## src/rtl/pipe_pkg.sv

```systemverilog
// Shared fetch/decode pipeline types and constants.
// The packet struct fixes the field order {instr, pc, pcplus4} used by the queue storage.
package pipe_pkg;

  localparam int          PIPE_W    = 32;
  localparam logic [31:0] NOP_INSTR = 32'h0000_0013;

  typedef struct packed {
    logic [PIPE_W-1:0] instr;
    logic [PIPE_W-1:0] pc;
    logic [PIPE_W-1:0] pcplus4;
  } fd_packet_t;

  // Helper that packs one fetch packet in the canonical field order.
  function automatic fd_packet_t make_packet(input logic [PIPE_W-1:0] instr,
                                             input logic [PIPE_W-1:0] pc,
                                             input logic [PIPE_W-1:0] pcplus4);
    fd_packet_t p;
    p.instr   = instr;
    p.pc      = pc;
    p.pcplus4 = pcplus4;
    return p;
  endfunction

endpackage

```

## src/rtl/fetch_decode_queue_ram.sv

```systemverilog
// Storage array for the fetch/decode queue: one synchronous write port, one asynchronous
// read port, no reset (contents are meaningless until written).
module fdq_ram #(
  parameter int DEPTH = 4,
  parameter int DW    = 96
) (
  input  logic                     clk,
  input  logic                     we,
  input  logic [$clog2(DEPTH)-1:0] waddr,
  input  logic [DW-1:0]            wdata,
  input  logic [$clog2(DEPTH)-1:0] raddr,
  output logic [DW-1:0]            rdata
);

  logic [DW-1:0] mem_q [DEPTH];

  always_ff @(posedge clk) begin
    if (we) begin
      mem_q[waddr] <= wdata;
    end
  end

  assign rdata = mem_q[raddr];

endmodule

```

## src/rtl/fetch_decode_queue.sv

```systemverilog
// DEPTH-entry fall-through FIFO of {instr, pc, pc+4} packets between Fetch and Decode.
// Presents a NOP bubble when empty; flush empties the queue in one cycle.
module fetch_decode_queue
  import pipe_pkg::*;
#(
  parameter int WIDTH = 32,
  parameter int DEPTH = 4
) (
  input  logic                       clk,
  input  logic                       rst,
  input  logic                       flush,
  input  logic                       push_valid,
  output logic                       push_ready,
  input  logic [WIDTH-1:0]           InstrF,
  input  logic [WIDTH-1:0]           PCF,
  input  logic [WIDTH-1:0]           PCPlus4F,
  input  logic                       pop_ready,
  output logic                       pop_valid,
  output logic [WIDTH-1:0]           InstrD,
  output logic [WIDTH-1:0]           PCD,
  output logic [WIDTH-1:0]           PCPlus4D,
  output logic [$clog2(DEPTH+1)-1:0] count
);

  localparam int PTR_W = $clog2(DEPTH);
  localparam int CNT_W = $clog2(DEPTH+1);
  localparam int DW    = 3 * WIDTH;

  logic [PTR_W-1:0] rd_ptr_q, rd_ptr_d;
  logic [PTR_W-1:0] wr_ptr_q, wr_ptr_d;
  logic [CNT_W-1:0] count_q, count_d;

  logic          push, pop, wr_en;
  logic [DW-1:0] wr_data, rd_data;

  // Handshake: a transfer happens on a side only in a cycle where both its valid and
  // ready are high at the rising edge; push_ready = !full, pop_valid = !empty, and
  // neither ready depends combinationally on the other side (no bypass in either way).
  assign push_ready = (count_q != CNT_W'(DEPTH));
  assign pop_valid  = (count_q != '0);
  assign push       = push_valid & push_ready;
  assign pop        = pop_ready & pop_valid;

  always_comb begin
    rd_ptr_d = rd_ptr_q;
    wr_ptr_d = wr_ptr_q;
    count_d  = count_q;
    wr_en    = 1'b0;
    if (flush) begin
      rd_ptr_d = '0;
      wr_ptr_d = '0;
      count_d  = '0;
    end else begin
      wr_en = push;
      if (push) begin
        wr_ptr_d = wr_ptr_q + PTR_W'(1);
      end
      if (pop) begin
        rd_ptr_d = rd_ptr_q + PTR_W'(1);
      end
      case ({push, pop})
        2'b10:   count_d = count_q + CNT_W'(1);
        2'b01:   count_d = count_q - CNT_W'(1);
        default: count_d = count_q;
      endcase
    end
  end

  always_ff @(posedge clk) begin
    if (rst) begin
      rd_ptr_q <= '0;
      wr_ptr_q <= '0;
      count_q  <= '0;
    end else begin
      rd_ptr_q <= rd_ptr_d;
      wr_ptr_q <= wr_ptr_d;
      count_q  <= count_d;
    end
  end

  assign wr_data = {InstrF, PCF, PCPlus4F};

  fdq_ram #(
    .DEPTH (DEPTH),
    .DW    (DW)
  ) u_ram (
    .clk   (clk),
    .we    (wr_en),
    .waddr (wr_ptr_q),
    .wdata (wr_data),
    .raddr (rd_ptr_q),
    .rdata (rd_data)
  );

  // Empty queue shows a bubble so Decode never sees stale storage.
  always_comb begin
    InstrD   = WIDTH'(NOP_INSTR);
    PCD      = '0;
    PCPlus4D = '0;
    if (pop_valid) begin
      InstrD   = rd_data[3*WIDTH-1:2*WIDTH];
      PCD      = rd_data[2*WIDTH-1:WIDTH];
      PCPlus4D = rd_data[WIDTH-1:0];
    end
  end

  assign count = count_q;

endmodule

```

## config.mk

```make
export PLATFORM = sky130hd
export DESIGN_NAME = fetch_decode_queue
export DESIGN_NICKNAME = d
export VERILOG_FILES = /design/src/rtl/pipe_pkg.sv /design/src/rtl/fetch_decode_queue_ram.sv /design/src/rtl/fetch_decode_queue.sv
export SDC_FILE = /design/constraint.sdc
export NUM_CORES = 1
export LEC_CHECK = 0
export CAP_MARGIN = 20
export CELL_PAD_IN_SITES_DETAIL_PLACEMENT = 0
export CELL_PAD_IN_SITES_GLOBAL_PLACEMENT = 1
export CORE_MARGIN = 2
export CORE_UTILIZATION = 55
export CTS_CLUSTER_SIZE = 40
export DETAILED_ROUTE_END_ITERATION = 10
export DONT_BUFFER_PORTS = 1
export PLACE_DENSITY_LB_ADDON = 0.1
export SYNTH_ARGS = -nofsm -noshare
export SYNTH_HDL_FRONTEND = slang
export SYNTH_SLANG_ARGS = --single-unit
```

## constraint.sdc

```tcl
create_clock -name clk -period 12.65 [get_ports clk]
set_input_delay 2.53 -clock clk [delete_from_list [all_inputs] [get_ports clk]]
set_output_delay 2.53 -clock clk [all_outputs]
set_load 0.02 [all_outputs]
```

### Word level (Yosys, flattened, before mapping)

Memories as Yosys holds them, arrays and structs flattened. A register that Yosys moved wholly into a read port is not among the register bits.
Cells that the tools add are included.

| storage, ports and cells | value |
|---|---|
| memories kept | 1 |
| register bits | 7 |
| RAM bits | 384 |
| logic and storage cells | 25 |

| operators by class | value |
|---|---|
| bitwise logic cells | 2 |
| reductions and logical operators | 3 |
| multiplexer cells | 9 |
| add/sub/neg operators | 4 |
| equality and inequality tests | 3 |

Memory list:

| memory | depth | width | read ports | clocked after Yosys merged registers in | write ports | RTL line | text |
|---|---|---|---|---|---|---|---|
| u_ram.mem_q | 4 | 96 | 1 | 1 | 1 | fetch_decode_queue_ram.sv:15 | `logic [DW-1:0] mem_q [DEPTH];` |

Operator list:

| operator | number |
|---|---|
| $mux 32 | 3 |
| $pmux 3 s2 | 1 |
| $add 2x1->2 const B | 2 |
| $mux 2 | 2 |
| $add 3x1->3 const B | 1 |
| $mux 1 | 3 |
| $ne 3x3->1 const B | 1 |
| $reduce_bool 3->1 | 1 |
| $sub 3x1->3 const B | 1 |
| $and 1x1->1 | 2 |
| $eq 2x1->1 const B | 1 |
| $eq 2x2->1 const B | 1 |
| $reduce_bool 2->1 | 1 |
| $reduce_or 2->1 | 1 |

### Depth between registers and ports, before layout

Gate-level depths: netlist (run 1).

| depth | value |
|---|---|
| depth after elaboration | 5 |
| depth in mapped cells | 9 |

### Hierarchy

A second synthesis (run 1) with hierarchy kept.

| unflattened totals | value |
|---|---|
| cell total of the unflattened synthesis | 656 |
| area, all modules | 14,991.9 um2 |

Modules (own cells, without submodules):

| module | area an instance (um2) | instances | sequential area each (um2) | cells each |
|---|---|---|---|---|
| fdq_ram | 13,889.6 | 1 | 11,531.1 | 506 |
| fetch_decode_queue | 1,102.3 | 1 | 140.1 | 150 |

### Worst setup path after synthesis (run 1)

Ideal clock, no wire load.

| timing path | value |
|---|---|
| path type | input to register |
| start | input port push_valid |
| end | memory u_ram.mem_q[0][0] (enable) |
| setup time | 688 ps |
| arrival time | 9,667 ps |
| buffers on the path | 0 |
| cell stages on the path | 2 |
| setup slack | 2,295 ps |
| cell sequence | nand2_1 > nor3b_1 |

| between the ends | value |
|---|---|
| longest elaborated chain between the ends | 4 |

RTL lines:

| element | RTL line | text |
|---|---|---|
| start: declaration | fetch_decode_queue.sv:12 | `input logic push_valid,` |
| $and 1x1->1 | fetch_decode_queue.sv:41 | `assign push = push_valid & push_ready;` |
| $mux 1 | fetch_decode_queue.sv:49 | `if (flush) begin` |
| $mux 1 | fetch_decode_queue_ram.sv:18 | `if (we) begin` |
| $mux 1 (not written as such) | fetch_decode_queue_ram.sv:19 | `mem_q[waddr] <= wdata;` |
| end: declaration | fetch_decode_queue_ram.sv:15 |  |

No other way between the ends.

==> flow_summary.rst, run 1 <==
.. list-table::
   :header-rows: 1

   * - Metric
     - Value
   * - Net count of the mapped netlist
     - approximately 770
   * - Endpoint required time on the critical path
     - between 10 and 15 ns
   * - Skew-Pair Late Insertion Delay
     - between 0.5 and 0.6 ns
   * - Worst path cell trace
     - buf_4 > mux4_2 > and2_1
   * - Slowest CP cell
     - buf_4
   * - Critical register-to-register path endpoint
     - u_ram.mem_q[1][60]$_DFFE_PP_
   * - Num CTS Buffers
     - 40
   * - Top-level I/O count
     - 202
   * - Final Routed Wirelength
     - 26700 um
   * - Grt peak-use layer
     - met2
   * - Max VDD drop
     - about 0.13 mV
   * - Element type at the critical path start
     - flip-flop
   * - WP depth
     - 3
   * - Worst relative slew slack
     - 26.7%
   * - Clock Sinks
     - approximately 390
   * - Leftover overflow at the end of global routing
     - 0
   * - Cell row count
     - 60
   * - Critical path capture point
     - PCPlus4D[10]
   * - Crit path max-delay family
     - buffers and inverters
   * - Ratio of final minimum period to clock period
     - roughly 43%
   * - Maximum number of pins on one net before global-route repair
     - 73
   * - Buf+Inv Stages, Crit Path
     - 1
   * - Cell count of the worst reg-to-reg path
     - 5
   * - Mean Syn Cell Area
     - about 23 um2
   * - Crit path capture type
     - output port
   * - Setup Fix Bufs, Post-CTS
     - 0
   * - Max-Cap Viols
     - 0
   * - Synth Warn #
     - 0
   * - Hold buffer count at CTS
     - 0
   * - Total half-perimeter wirelength after legalization and detailed placement
     - 15200 um
   * - Global routing usage summed across all routing layers
     - roughly a fifth
   * - RR Startpoint
     - count[1]$_SDFFE_PP0P_
   * - Total number of vias
     - 6307
   * - Final setup violation count
     - 0
   * - Result of the run
     - completed
   * - Slew at the pin closest to its max-slew limit
     - approximately 1.1 ns
   * - Post-Synthesis Cells
     - roughly 660
   * - Most frequent standard cell in the layout excluding fill and tap cells
     - edfxtp_1
   * - Via-per-instance ratio
     - about 6
   * - Non-filler cells in the finished layout
     - around 1100
   * - Setup Crit Path Kind
     - reg2out
   * - Sequential-to-total area share from yosys stat
     - around 78%
   * - Number of optimization iterations in the first detailed-route pass
     - 4
   * - Biggest area consumer among synthesized cells
     - edfxtp_1
   * - Growth of design area from synthesis to finish
     - 10.6%
   * - Reg2Reg Setup Slack
     - a little under 10 ns
   * - Placed cell count
     - around 980
   * - Met1 capacity usage during global routing
     - between 20% and 30%
   * - Critical-path maximum fanout
     - 43
   * - # diodes
     - 0
   * - Maximum operating frequency
     - roughly 180 MHz
   * - Peak per-stage delay on the critical path
     - roughly 0.78 ns
   * - Root cell of the clock tree
     - clkbuf_16
   * - Clock input transition at the sequential cells of the worst setup and hold paths
     - 0.06 ns
   * - Post-DR wirelength/cell
     - 25.3 um
   * - Starting DRT DRC Count
     - around 470
   * - Remaining number of nets flagged by the antenna check after routing
     - 0
   * - CTS-repair resized insts
     - 0
   * - Post-Route Skew
     - 0.0148 ns
   * - Final core utilization
     - around 62%
   * - Max-slew violation count
     - 0
   * - Maximum buffer depth of the clock tree
     - 3
   * - Global-route track usage on met3
     - 7.11%
   * - Worst endpoint data arrival time
     - 2.93 ns
   * - Via count of the first global-routing pass
     - 7106
   * - Number of antenna violations at the first check in global routing
     - 0
   * - Depth of the CTS H-tree
     - 2
   * - Final Hold Vio Count
     - 0
   * - Most common flop cell mapped by yosys
     - edfxtp_1
   * - Die Width
     - about 170 um
   * - Floorplan die height
     - between 150 and 200 um
   * - Areal power density over the cells
     - ~160 nW/um2
   * - TNS Setup
     - 0 ns
   * - Sum of internal, switching and leakage power
     - between 0.002 and 0.003 W
   * - Cell types occupying the most area after synthesis
     - edfxtp_1 77%, mux4_2 14%, and2_1 3.9%, dfxtp_1 1.2%, ha_1 0.42%
   * - Setup repair after global routing missed its margin
     - no
   * - Global routing usage on met2
     - 32.3%
   * - Cell leakage power
     - 5.11 nW
   * - Drc violations
     - 0
   * - Share of the synthesized area in the top cell type
     - about 77%
   * - Smallest hold slack
     - between 0.4 and 0.5 ns
   * - Number of enable-type register cells in the synthesized netlist
     - between 300 and 400
   * - Port buffer count
     - 0
   * - Core area
     - roughly 27000 um2
   * - Number of synthesized register bits
     - slightly below 400
   * - Leading cell types in the layout, fill and taps excluded
     - 384 x edfxtp_1, 96 x mux4_2, 93 x and2_1
   * - Routability congestion estimate
     - between 0.6 and 0.7
   * - Global-route wire length before repair
     - approximately 41000 um
   * - Final-stage net count
     - slightly below 800
   * - Total die area
     - 28500 um2
   * - CTS tree
     - built
   * - Fraction of final layout cells with drive strength greater than 1
     - a little under a quarter
   * - Kind of path behind the tightest hold check
     - reg2reg
   * - Proportion of synthesized flip-flops having asynchronous set or reset
     - 0%
   * - Syn Std Cell Area
     - approximately 15000 um2
   * - Effective utilization at floorplan
     - between 50% and 60%
   * - Count of distinct cell types in the synthesized netlist
     - 23
   * - Min Clock Period, post-route
     - roughly 5.5 ns
-- registers in the layout, indices dropped and copies added (netlist names), named ones only --
signal,count
u_ram.mem_q,384
count,3
rd_ptr_q,2
wr_ptr_q,2
-- layer usage --
layer,share of wire (%),routed length (um)
met1,39,10400
met2,50,13200
met3,9.1,2440
met4,2.4,634
met5,0,0
-- Yosys cell counts (3+ instances only) --
library cell	n
inv_1	9
edfxtp_1	384
clkbuf_1	16
nor2_1	5
nor3b_1	5
o21ai_0	4
dfxtp_1	9
buf_2	11
ha_1	5
or2_1	3
xor2_1	3
a21oi_1	5
buf_6	5
mux4_2	96
and2_1	93
-- worst min-delay path by stage --
stage                             startpoint   endpoint  slack (ns)  depth (start not counted)
floorplan           rd_ptr_q[1]$_SDFFE_PP0P_  flip-flop        0.46                          2
global placement    rd_ptr_q[1]$_SDFFE_PP0P_  flip-flop        0.47                          2
detailed placement  rd_ptr_q[1]$_SDFFE_PP0P_  flip-flop        0.48                          2
CTS                 rd_ptr_q[1]$_SDFFE_PP0P_  flip-flop        0.49                          2
global route        rd_ptr_q[1]$_SDFFE_PP0P_  flip-flop        0.53                          2
finish              rd_ptr_q[1]$_SDFFE_PP0P_  flip-flop        0.49                          2
-- logic make-up (layout without fill, tap and decap cells) --
group	count (synthesis)	count (layout)	share of synthesized area, %
AOI/OAI and AO/OA	10	10	0.351
muxes	96	96	14.4
adders and majority gates	6	6	0.552
xor gates and xnor gates	3	3	0.176
and+or+nand+nor	114	114	4.70
buffers and inverters	42	92	1.51
DFF	393	393	78.3
-- report_power, final --
group / total (W) / switching [W] / internal (W)
clock network: 0.00108 / 0.000443 / 0.000634
logic: 0.000101 / 0.0000667 / 0.0000341
registers: 0.00146 / 0.00000711 / 0.00145
total: 0.00264 / 0.000517 / 0.00212
-- worst register-to-register path, delay by kind of cell (launching register included) --
family        cells  cell delay [ns]
flops             1             0.57
buf+inv           2             1.06
simple gates      3             0.65
-- stage by stage --
| step | cell area (um2) | setup WS [ns] |
|---|---|---|
| floorplan | 15000 | 2.30 |
| global placement | 15300 | 7.61 |
| detailed placement | 15300 | 7.60 |
| CTS | 16500 | 7.06 |
| global route | 16600 | 6.94 |
| finish | 16600 | 7.19 |
-- final cells by class --
cell class	instances	area [um2]
repair buffers	14	138
inverters	9	33.8
clock inverters	14	114
flip-flops and latches	393	11700
clock buffers	55	1080
fillers	1840	10200
well taps	341	427
multi-input cells	229	3050
No activity file was read; power rests on OpenSTA's default activity.
==> inputs of run 2 (changes only) <==
- CORE_UTILIZATION: 55 -> 49
- clock period: 12.65 -> 4.7 ns (I/O delays scaled with it)
==> run 2 against run 1 <==
Effect of this change: sequential power rose to 2.7 times the previous value; via count shrank 0.65%; worst hold slack better by 0.015 ns; global-route usage is 1.7 points lower; non-clock buffer count rose by 4; clock-buffer cell count rose by 2; setup slack worse by 6.1 ns; critical path depth unchanged; cell area increased by 0.85%.
==> flow_summary.rst, run 2 (synthesis gave the netlist of run 1 again) <==
.. list-table::
   :header-rows: 1

   * - Metric
     - Value
   * - Result of the run
     - completed
   * - Areal power density over the cells
     - 423 nW/um2 (+170%)
   * - Endpoint required time on the critical path
     - 3.76 ns (-6.36 ns)
   * - Post-Route Skew
     - 0.00595 ns (-0.00886 ns)
   * - Total number of vias
     - 6266 (-0.65%)
   * - Number of optimization iterations in the first detailed-route pass
     - 4 (unchanged)
   * - Element type at the critical path start
     - flip-flop
   * - Most frequent standard cell in the layout excluding fill and tap cells
     - edfxtp_1
   * - Setup repair after global routing missed its margin
     - no
   * - Remaining number of nets flagged by the antenna check after routing
     - 0 (unchanged)
   * - Floorplan die height
     - 179 um (+5.8%)
   * - Crit path capture type
     - output port
   * - Reg2Reg Setup Slack
     - 1.66 ns (-8.19 ns)
   * - Final Routed Wirelength
     - 27200 um (+2.1%)
   * - Maximum buffer depth of the clock tree
     - 3 (unchanged)
   * - Max VDD drop
     - 0.335 mV (+160%)
   * - TNS Setup
     - 0 ns (unchanged)
   * - Clock input transition at the sequential cells of the worst setup and hold paths
     - 0.05 ns (about the same)
   * - Most flops, register
     - u_ram.mem_q
   * - Effective utilization at floorplan
     - 50.1% (-5.7 points)
   * - Global-route wire length before repair
     - 40700 um (-0.64%)
   * - Starting DRT DRC Count
     - 498 (+6.9%)
   * - Hold_sp
     - rd_ptr_q[1]$_SDFFE_PP0P_
   * - Kind of path behind the tightest hold check
     - reg2reg
   * - Number of flip-flops in the largest register
     - 384 (unchanged)
   * - Max-Cap Viols
     - 0 (unchanged)
   * - Via count of the first global-routing pass
     - 6971 (-1.9%)
   * - Drc violations
     - 0 (unchanged)
   * - Min Clock Period, post-route
     - around 3.6 ns
   * - Cell leakage power
     - 5.13 nW (+0.48%)
   * - Port buffer count
     - 0 (unchanged)
   * - Critical register-to-register path endpoint
     - u_ram.mem_q[3][72]$_DFFE_PP_
   * - Number of filler instances in the final layout
     - 2249 (+22%)
   * - Hold buffer count at CTS
     - 0 (unchanged)
   * - Critical-path maximum fanout
     - 32 (-26%)
   * - Total half-perimeter wirelength after legalization and detailed placement
     - 16600 um (+9.7%)
   * - Top-level I/O count
     - 202 (unchanged)
   * - # diodes
     - 0 (unchanged)
   * - Slew at the pin closest to its max-slew limit
     - 1.07 ns (-0.0266 ns)
   * - Skew-Pair Late Insertion Delay
     - 0.51 ns (about the same)
   * - Routability congestion estimate
     - 0.705 (+1.0%)
   * - Max-slew violation count
     - 0 (unchanged)
   * - Final setup violation count
     - 0 (unchanged)
   * - Final-stage net count
     - 799 (+0.63%)
   * - Leftover overflow at the end of global routing
     - 0 (unchanged)
   * - Growth of design area from synthesis to finish
     - 11.6%
   * - Fraction of final layout cells with drive strength greater than 1
     - 23.4% (-0.31 points)
   * - Worst relative slew slack
     - 28.4% (+1.7 points)
   * - Hold path depth
     - 2 (unchanged)
   * - Die Width
     - 179 um (+5.8%)
   * - Maximum operating frequency
     - between 200 and 300 MHz
   * - Setup Fix Bufs, Post-CTS
     - 0 (unchanged)
   * - Ratio of final minimum period to clock period
     - around three quarters
   * - Sum of internal, switching and leakage power
     - 0.00707 W (+170%)
   * - Final worst-path setup slack
     - 1.13 ns (-6.07 ns)
   * - Post-DR wirelength/cell
     - 24.6 um (-2.6%)
   * - Num CTS Buffers
     - 41 (+2.5%)
   * - Leading cell types in the layout, fill and taps excluded
     - 384 x edfxtp_1, 96 x mux4_2, 93 x and2_1
   * - Root cell of the clock tree
     - clkbuf_16
   * - Depth of the CTS H-tree
     - 2 (unchanged)
   * - CTS-repair resized insts
     - 0 (unchanged)
   * - Core area
     - 29900 um2 (+11%)
   * - Final Hold Vio Count
     - 0 (unchanged)
   * - Total die area
     - 32000 um2 (+12%)
   * - Via-per-instance ratio
     - 5.67 (-5.1%)
   * - CTS tree
     - built
   * - Worst slack at placement
     - 1.55 ns (-6.05 ns)
   * - RR Startpoint
     - count[0]$_SDFFE_PP0P_
   * - Global routing usage summed across all routing layers
     - 17.4% (-1.7 points)
   * - Maximum number of pins on one net before global-route repair
     - 51 (-30%)
   * - Clock Sinks
     - 393 (unchanged)
   * - Cell row count
     - 63 (+5.0%)
   * - Setup Crit Path Kind
     - reg2out
   * - Cell count of the worst reg-to-reg path
     - 5 (unchanged)
   * - Worst endpoint data arrival time
     - 2.63 ns (-0.30 ns)
   * - Number of antenna violations at the first check in global routing
     - 0 (unchanged)
run 2: cell types whose count changed in the layout (fill, tap and decap cells not counted):
cell	change
buf_12	+5
buf_16	-1
clkinv_2	-6
nor3b_2	-4
clkinv_1	+1
clkbuf_1	+2
nor3b_4	+4
run 2: area by class of cell:
type / instances / area (um2) / share of cell area (%)
inverters: 9 / 33.8 / 0.202
multi-input cells: 229 / 3070 / 18.4
clock buffers: 57 / 1090 / 6.50
flip-flops and latches: 393 / 11700 / 70.2
repair buffers: 18 / 210 / 1.26
well taps: 390 / 488 / 2.92
clock inverters: 9 / 87.6 / 0.525
run 2: stage by stage:
stage	utilization (%)	hold WS, ns	std cells	instance area, um2
6_report	55.9	0.506	1105	16700
5_1_grt	55.9	0.496	1105	16700
4_1_cts	55.9	0.496	1105	16700
3_5_place_dp	52.0	0.496	1039	15500
3_3_place_gp	52.0	0.466	1039	15500
2_1_floorplan	-	0.459	664	15000
run 2: worst max path at each step:
stage,slack [ns],endpoint
after global placement,1.61,InstrD[23]
after global routing,0.92,InstrD[5]
after floorplan,-0.69,u_ram.mem_q[0][0]$_DFFE_PP_
final,1.13,InstrD[2]
after detailed placement,1.55,InstrD[26]
after CTS,0.99,InstrD[28]
run 2: worst max-delay path, stage by stage, from the launching register on:
cell	delay, ns
dfxtp_4	0.79
buf_4	0.48
mux4_2	0.57
and2_1	0.24
run 2: layer usage:
metal | up-vias | routed length [um] | track usage, %
met5 | - | 0 | 0
met4 | 0 | 694 | 5.72
met3 | 51 | 2320 | 6.26
met2 | 184 | 14200 | 30.6
met1 | 3289 | 10000 | 19.9
li1 | 2742 | - | -
run 2: power by group:
group	switching [W]	internal, W
Sequential	0.0000195	0.00391
Combinational	0.000180	0.0000953
Clock	0.00116	0.00170
==> inputs of run 3 (changes only) <==
- CORE_UTILIZATION: 49 -> 55
- clock period: 4.7 -> 3.5 ns (I/O delays scaled with it)
==> run 3 against run 2 <==
Effect of this change: setup slack worse by 0.72 ns; global-route usage is 1.6 points higher; cell area is 0.22% lower; first-iteration DRC count is 4.6% higher; clock skew is 0.0038 ns higher; final cell count is 4.4% lower; die area is 11% lower; wire length is 2.4% lower; non-clock buffer count is 2 lower; combinational power is 36% higher.
==> flow_summary.rst, run 3 (synthesis gave the netlist of run 1 again) <==
.. list-table::
   :header-rows: 1

   * - Metric
     - Value
   * - CTS-repair resized insts
     - 0 (unchanged)
   * - Non-filler cells in the finished layout
     - 1056 (-4.4%)
   * - Switching share of power
     - 19.7% (+0.50 points)
   * - Global-route wire length before repair
     - 40700 um (about the same)
   * - Routability congestion estimate
     - 0.734 (+4.1%)
   * - Crit path max-delay family
     - flip-flops
   * - Cell area after placement
     - 15500 um2 (-0.26%)
   * - Setup Fix Bufs, Post-CTS
     - 0 (unchanged)
   * - Cell row count
     - 60 (-4.8%)
   * - Total die area
     - 28500 um2 (-11%)
   * - Hold path depth
     - 0 (-2)
   * - Number of antenna violations at the first check in global routing
     - 0 (unchanged)
   * - Crit path capture type
     - output port
   * - Remaining number of nets flagged by the antenna check after routing
     - 0 (unchanged)
   * - Skew-Pair Late Insertion Delay
     - 0.52 ns (about the same)
   * - Final-stage net count
     - 797 (-0.25%)
   * - Number of optimization iterations in the first detailed-route pass
     - 4 (unchanged)
   * - Effective utilization at floorplan
     - 55.8% (+5.7 points)
   * - Internal power component
     - 0.00762 W (+33%)
   * - Clock share of power
     - 40.5% (about the same)
   * - Switching Power
     - 0.00187 W (+38%)
   * - Number of flip-flops in the largest register
     - 384 (unchanged)
   * - Most flops, register
     - u_ram.mem_q
   * - Hold_sp
     - InstrF[12]
   * - Final Routed Wirelength
     - 26600 um (-2.4%)
   * - Ratio of final minimum period to clock period
     - between 80% and 90%
   * - Maximum buffer depth of the clock tree
     - 3 (unchanged)
   * - Root cell of the clock tree
     - clkbuf_16
   * - Num CTS Buffers
     - 41 (unchanged)
   * - Top-level I/O count
     - 202 (unchanged)
   * - Final Hold Vio Count
     - 0 (unchanged)
   * - Max-slew violation count
     - 0 (unchanged)
   * - Leftover overflow at the end of global routing
     - 0 (unchanged)
   * - Slowest CP cell
     - dfxtp_4
   * - Via count of the first global-routing pass
     - 6925 (-0.66%)
   * - Critical-path maximum fanout
     - 19 (-41%)
   * - Port buffer count
     - 0 (unchanged)
   * - Worst relative slew slack
     - 41.3% (+13 points)
   * - Most frequent standard cell in the layout excluding fill and tap cells
     - edfxtp_1
   * - Number of filler instances in the final layout
     - 1789 (-20%)
   * - CTS tree
     - built
   * - Maximum number of pins on one net before global-route repair
     - 87 (+71%)
   * - Min Clock Period, post-route
     - approximately 3.1 ns
   * - Core area
     - 26800 um2 (-10%)
   * - Buf+Inv Stages, Crit Path
     - 1 (unchanged)
   * - Endpoint with the worst hold slack
     - u_ram.mem_q[0][76]$_DFFE_PP_
   * - # diodes
     - 0 (unchanged)
   * - Sum of internal, switching and leakage power
     - 0.00949 W (+34%)
   * - Element type at the critical path start
     - flip-flop
   * - Peak per-stage delay on the critical path
     - 0.62 ns (-0.17 ns)
   * - RR Startpoint
     - count[2]$_SDFFE_PP0P_
   * - Starting DRT DRC Count
     - 521 (+4.6%)
   * - Hold buffer count at CTS
     - 0 (unchanged)
   * - Maximum operating frequency
     - 323 MHz
   * - Setup Crit Path Kind
     - reg2out
   * - TNS Setup
     - 0 ns (unchanged)
   * - Placed cell count
     - 988 (-4.9%)
   * - Floorplan die height
     - 169 um (-5.5%)
   * - Areal power density over the cells
     - 569 nW/um2 (+35%)
   * - Worst endpoint data arrival time
     - 2.40 ns (-0.23 ns)
   * - Critical register-to-register path endpoint
     - count[2]$_SDFFE_PP0P_
   * - Setup repair after global routing missed its margin
     - no
   * - Final setup violation count
     - 0 (unchanged)
   * - Endpoint required time on the critical path
     - 2.80 ns (-0.96 ns)
   * - Cell count of the worst reg-to-reg path
     - 9 (+4)
   * - Post-Route Skew
     - 0.00970 ns (+0.00375 ns)
   * - Clock Sinks
     - 393 (unchanged)
   * - Part of the power in registers
     - 55.6% (about the same)
   * - Leading cell types in the layout, fill and taps excluded
     - 384 x edfxtp_1, 96 x mux4_2, 93 x and2_1
   * - Max VDD drop
     - 0.639 mV (+91%)
   * - Total half-perimeter wirelength after legalization and detailed placement
     - 15500 um (-6.8%)
   * - Growth of design area from synthesis to finish
     - 11.3%
   * - Slew at the pin closest to its max-slew limit
     - 0.881 ns (-0.192 ns)
   * - Result of the run
     - completed
   * - Worst path cell trace
     - buf_4 > mux4_2 > or2_1
   * - Post-DR wirelength/cell
     - 25.2 um (+2.1%)
   * - Max-Cap Viols
     - 0 (unchanged)
   * - Final design area excluding fillers
     - 16700 um2 (-0.22%)
   * - Total number of vias
     - 6307 (+0.65%)
   * - Kind of path behind the tightest hold check
     - in2reg
   * - Fraction of final layout cells with drive strength greater than 1
     - 24.6% (+1.3 points)
   * - Power share of the combinational group
     - 3.9% (about the same)
   * - Global routing usage summed across all routing layers
     - 19.0% (+1.6 points)
   * - Drc violations
     - 0 (unchanged)
   * - Cell leakage power
     - 5.14 nW (+0.18%)
   * - Reg2Reg Setup Slack
     - 1.25 ns (-0.41 ns)
   * - Clock input transition at the sequential cells of the worst setup and hold paths
     - 0.06 ns (about the same)
   * - Via-per-instance ratio
     - 5.97 (+5.3%)
   * - Depth of the CTS H-tree
     - 2 (unchanged)
   * - Die Width
     - 169 um (-5.5%)
run 3: cell count changes in the layout (fill, tap and decap cells not counted), moves of 2 or more:
| cell | before | now |
|---|---|---|
| dfxtp_2 | 0 | 2 |
| dfxtp_1 | 7 | 4 |
| clkbuf_1 | 16 | 11 |
| clkinv_2 | 1 | 5 |
| clkinv_1 | 6 | 8 |
| buf_4 | 12 | 10 |
run 3: how the worst max path moves through the flow:
stage | to | startpoint | cells after the start | slack (ns)
2_1_floorplan | u_ram.mem_q[2][0]$_DFFE_PP_ | push_valid | 2 | -0.16
3_3_place_gp | InstrD[0] | flip-flop | 3 | 0.89
3_5_place_dp | InstrD[1] | flip-flop | 3 | 0.88
4_1_cts | InstrD[0] | flip-flop | 3 | 0.31
5_1_grt | InstrD[1] | flip-flop | 3 | 0.24
6_report | InstrD[0] | flip-flop | 3 | 0.40
run 3: final cells by class:
type / instances / area, um2 / share of cell area [%]
Clock inverter: 15 / 96.3 / 0.578
Inverter: 9 / 36.3 / 0.218
Multi-Input combinational cell: 229 / 3100 / 18.6
Sequential cell: 393 / 11700 / 70.4
Timing Repair Buffer: 16 / 195 / 1.17
Tap cell: 341 / 427 / 2.56
Clock buffer: 53 / 1080 / 6.49
run 3: power by group through the flow:
stage | Clock, W | Combinational [W] | Sequential [W]
floorplan | 0 | 0.000307 | 0.00537
global placement | 0 | 0.000380 | 0.00537
detailed placement | 0 | 0.000383 | 0.00537
CTS | 0.00393 | 0.000384 | 0.00527
global route | 0.00411 | 0.000402 | 0.00528
finish | 0.00384 | 0.000373 | 0.00527
run 3: routing by layer:
metal	vias up	share of wire (%)	GRT usage, %
li1	2751	-	-
met1	3325	40	24.3
met2	189	50	31.8
met3	42	8.4	6.38
met4	0	1.7	4.69
met5	-	0	0
run 3: metrics by stage:
step,utilization [%],hold WS [ns],worst slack [ns]
floorplan,-,0.459,-0.159
global placement,57.8,0.471,0.895
detailed placement,57.8,0.473,0.880
CTS,62.2,0.259,0.310
global route,62.2,0.257,0.239
finish,62.2,0.275,0.405
